File: config.mk
export PLATFORM = sky130hd
export DESIGN_NAME = moore_seq
export DESIGN_NICKNAME = d
export VERILOG_FILES = /design/src/rtl/moore_seq.sv
export SDC_FILE = /design/constraint.sdc
export NUM_CORES = 1
export LEC_CHECK = 0
export ABC_CLOCK_PERIOD_IN_PS = 2050
export BUFFER_PORTS_ARGS = -buffer_cell sky130_fd_sc_hd__clkbuf_2
export CORE_AREA = 10 10 47 49
export CTS_CLUSTER_DIAMETER = 80
export DETAILED_ROUTE_END_ITERATION = 8
export DIE_AREA = 0 0 57 59
export SLEW_MARGIN = 10
export SYNTH_ARGS = -nofsm -noshare
export SYNTH_HDL_FRONTEND = slang
export SYNTH_SLANG_ARGS = --single-unit
export TNS_END_PERCENT = 100
File: constraint.sdc
create_clock -name CK -period 2.05 [get_ports CK]
set_input_delay 0.205 -clock CK [delete_from_list [all_inputs] [get_ports CK]]
set_output_delay 0.205 -clock CK [all_outputs]
set_load 0.01 [all_outputs]
File: src/rtl/moore_seq.sv
// moore_seq: Moore 1011 detector with state/count status word; MOORE_SEQ_OVERLAP_EN selects overlapping detection
module moore_seq (
    input  logic       CK,
    input  logic       R,
    input  logic       IN,
    output logic [7:0] OUT
);
    typedef enum logic [2:0] {S0 = 3'd0, S1 = 3'd1, S2 = 3'd2, S3 = 3'd3, S4 = 3'd4} state_t;
`ifdef MOORE_SEQ_OVERLAP_EN
    localparam state_t S4_ZERO = S2;
`else
    localparam state_t S4_ZERO = S0;
`endif
    state_t     state, nxt;
    logic [3:0] cnt;
    always_comb begin
        nxt = S0;
        case (state)
            S0:      nxt = IN ? S1 : S0;
            S1:      nxt = IN ? S1 : S2;
            S2:      nxt = IN ? S3 : S0;
            S3:      nxt = IN ? S4 : S2;
            S4:      nxt = IN ? S1 : S4_ZERO;
            default: nxt = S0;
        endcase
    end
    always_ff @(posedge CK) begin
        if (R) begin
            state <= S0;
            cnt   <= 4'd0;
        end else begin
            state <= nxt;
            if (nxt == S4) cnt <= cnt + 4'd1;
        end
    end
    assign OUT = {cnt, state, state == S4};
endmodule

# Word level (Yosys, flattened, before mapping)
# Cells that the tools add are included.
dict set report classes {
  eq_ne 5
  reduce_logical 2
  mux 5
  add_sub_neg 1
}
# operator n
set ops {}
lappend ops {{one-hot mux 3 bit (4 select lines)} 1}
lappend ops {{== test 3 x 2 -> 1 bit, second input constant} 2}
lappend ops {{== test 3 bit, second input constant} 2}
lappend ops {{adder 4 x 1 -> 4 bit, second input constant} 1}
lappend ops {{2-to-1 mux 2 bit} 2}
lappend ops {{== test 3 x 1 -> 1 bit, second input constant} 1}
lappend ops {{logical NOT 3 bit} 1}
lappend ops {{2-to-1 mux 3 bit} 1}
lappend ops {{OR reduction 2 bit} 1}
lappend ops {{2-to-1 mux 1 bit} 1}
dict set report word_totals {
  regBits 7
}

# Logic depth before layout (Yosys ltp)
dict set report depth {
  word_depth 4
  mapped_depth 4
}

# Least setup slack after synthesis
# OpenSTA, ideal clock, no wires.
dict set report synth_timing {
  path_kind {flip-flop to flip-flop}
  startpoint {register state[0]}
  endpoint {register cnt[3]}
  setup_ns 0.070
  path_slack_ns 0.880
  required_ns 1.980
  path_stages_with_launch 4
  arrival_time_ns 1.100
  cell_sequence {dfxtp_1 nand4b_4 or3_1 a21oi_1}
}
dict set report synth_between {
  elab_chain_len 4
  word_cells_on_any_way 8
  classes_between {eq/ne (5); mux (1); reduce/logical (2)}
}
# element line_no
set synth_lines {}
lappend synth_lines {{start: declaration} 14} ;# state_t state, nxt;
lappend synth_lines {{start signal: assignment} 32} ;# state <= nxt;
lappend synth_lines {{== test 3 bit or logical NOT 3 bit (tied branches)} 18} ;# case (state)
lappend synth_lines {{OR reduction 2 bit (no source line)} --}
lappend synth_lines {{one-hot mux 3 bit (4 select lines) *} 18}
lappend synth_lines {{== test 3 bit *} 33} ;# if (nxt == S4) cnt <= cnt + 4'd1;
lappend synth_lines {{end signal: assignment} 33}
lappend synth_lines {{end: declaration} 15} ;# logic [3:0] cnt;
# Every way passes the cells marked *; elsewhere a longest branch is shown, timed or not.
# A chain may end at the register's enable or synchronous reset.

# Worst setup path after layout
dict set report layout_timing {
  startpoint {register state[2]}
  endpoint {output OUT[0]}
}
dict set report layout_between {
  elab_chain_len 1
}
# element line_no
set layout_lines {}
lappend layout_lines {{== test 3 bit} 36} ;# assign OUT = {cnt, state, state == S4};
lappend layout_lines {{end: declaration} 6} ;# output logic [7:0] OUT
# No other way between the ends.

==> impl_metrics.yaml <==
sta:
  tns_ns: 0
  rsz0062_at_grt: "no"
  fin_crit_sh_pct: 59.2
  setup_slack_ns: 0.836
  clock_skew_ns: 0.00363
  setup_viol_count_final: 0
  relSlewSlack_pct: 85.1
  worst_slew_pin_slew_ns: 0.223
  fmaxAchievable_mhz: 824
  finalCriticalPeriod_ns: 1.21
  slew_violations: 0
  finalHoldViolCount: 0
synthesis:
  netlist_area_um2: 297
  synthTopCellsByArea: "dfxtp_1, nand4b_4, mux2i_1"
  synthCells: 28
  ys_ff_latch: 7
  ys_types: 15
  synth_top_area_cell: "dfxtp_1"
  seq_area_frac_synth_pct: 47.3
  syn_nets: 32
  avgSynthCellArea_um2: 10.6
  yosys_warnings: 0
  synth_top_area_share_pct: 47.3
power:
  p_seq_share_pct: 51.6
  p_leak_nw: 0.188
  swShare_pct: 20.7
  power_uw: 275
  peakVddDrop_mv: 0.227
  powerDensity_mw_per_mm2: 700
  combinationalPowerShare_pct: 4.5
  power.internal_uw: 218
  pwr-share-clk_pct: 43.9
  p_switching_uw: 56.8
job:
  drv_cap: 0
global_route:
  gr-usage-all-layers_pct: 3.59
  grt_max_degree: 8
  grt_pass1_wl_um: 924
  grt_antenna_before_repair: 0
  use_met3_pct: 1.93
  grt_overflow: 0
  use_met2_pct: 6.51
  met1_usage_pct: 2.73
  gr-max-usage-layer: "met2"
  grt_pass1_vias: 236
detailed_routing:
  vias: 237
  ant_nets: 0
  routed_wl_um: 565
  drt_iter0_markers: 3
  drc: 0
  wl_per_cell_um: 9.74
  first_pass_iters: 2
  avgViaCountPerCell: 4.09
cts:
  insertion_delay_ns: 0.24
  htreeDepth: 1
  cts_buffers: 3
  cts_tree: "yes"
  clk_pin_slew_ns: 0.05
  clock_sinks: 7
  hold_buffers: 0
  root_buffer: "clkbuf_4"
  cts_buffer_depth: 2
  post_cts_buffers: 0
  postCtsResizedCells: 0
finish:
  nFillCells: 159
  drive_above_1_share_pct: 35.7
  multi_input_area_um2: 153
  final_cells: 58
  nets: 47
  regArea_um2: 140
  antenna_cells: 0
  areaGrowthSynthToFinish_pct: 32.5
setup_path:
  arrival_ns: 1.01
  cp-start-kind: "register"
  cp-end-kind: "output port"
  crit_type: "reg2out"
  cp_max_fo: 5
  rrSetupSlack_ns: 0.88
  required_ns: 1.85
die:
  dieArea_mm2: 0.00336
  die_y_um: 59
  die_w_um: 57
  initial_core_util_pct: 21.2
  core_mm2: 0.00140
  io-pin-count: 11
  rows: 14
placement:
  port_buffers: 10
  gp_congestion: 0.672
  place_worst_setup_slack_ns: 0.889
  dp_cells: 54
min_path:
  hold_class: "in2reg"
run_status:
  status: "completed"
[cells in the final DEF (no fill, tap or decap), drive strengths merged]
master and instances:
a21oi 2, and2b 1, clkbuf 14, dfxtp 7, ha 1, inv 1, maj3 1, mux2i 2
nand3 1, nand4b 1, nor2 3, nor3 1, nor3b 2, o21ai 2, or3 2, xor2 1
[final timing paths]
path | to | depth (start not counted) | start
setup / recovery | OUT[0] | 2 | state[2]
hold / removal | cnt[3] | 2 | R
setup reg to reg | cnt[3] | 3 | state[0]
hold reg to reg | cnt[3] | 2 | cnt[3]
[sequential cells by signal, indices dropped and copies added (netlist names)]
register  count
cnt           4
state         3
[cell type report]
type	instances	share of cell area (%)
clock buffer	4	6.69
sequential	7	35.7
timing repair buffer	10	12.7
tap	16	5.10
multi-input combinational	20	38.9
inverter	1	0.955
[power by group through the flow]
stage | registers, mW | clock network [mW] | logic, mW
global placement | 0.145 | 0 | 0.0127
CTS | 0.142 | 0.125 | 0.0127
finish | 0.142 | 0.121 | 0.0122
detailed placement | 0.145 | 0 | 0.0127
global route | 0.142 | 0.137 | 0.0137
floorplan | 0.145 | 0 | 0.00406
[metal layers]
layer | up-vias | wire length (um)
met5 | - | 0
met2 | 2 | 315
met3 | 0 | 22
li1 | 130 | -
met4 | 0 | 0
met1 | 105 | 228
[cell families (layout without fill, tap and decap cells)]
logic type,count (synthesis),count (layout),share of synthesized area (%)
and+or+nand+nor,11,11,27.4
DFF,7,7,47.3
AOI/OAI and AO/OA,4,4,6.75
adders and majority gates,2,2,7.59
muxes,2,2,6.75
xor gates and xnor gates,1,1,2.95
buffers and inverters,1,15,1.26
[through the flow]
step / util, % / cell area [um^2] / hold slack [ns]
after floorplan: - / 297 / 0.274
after global placement: 26.2 / 367 / 0.471
after detailed placement: 26.2 / 367 / 0.483
after CTS: 28.0 / 393 / 0.220
after global routing: 28.0 / 393 / 0.235
final: 28.0 / 393 / 0.218
[synth_stat cells]
library cell	instances
dfxtp_1	7
nand4b_4	1
ha_1	1
o21ai_0	2
nor3b_1	2
nor2_1	3
maj3_1	1
a21oi_1	2
mux2i_1	2
nor3_1	1
and2b_2	1
xor2_1	1
nand3_1	1
inv_1	1
or3_1	2
[worst max-delay path, cell delays in order, from the launching register on]
cell and delay, ns:
dfxtp_1 0.39, nor3b_1 0.21, clkbuf_2 0.16
Power figures use the tool's default switching activity.
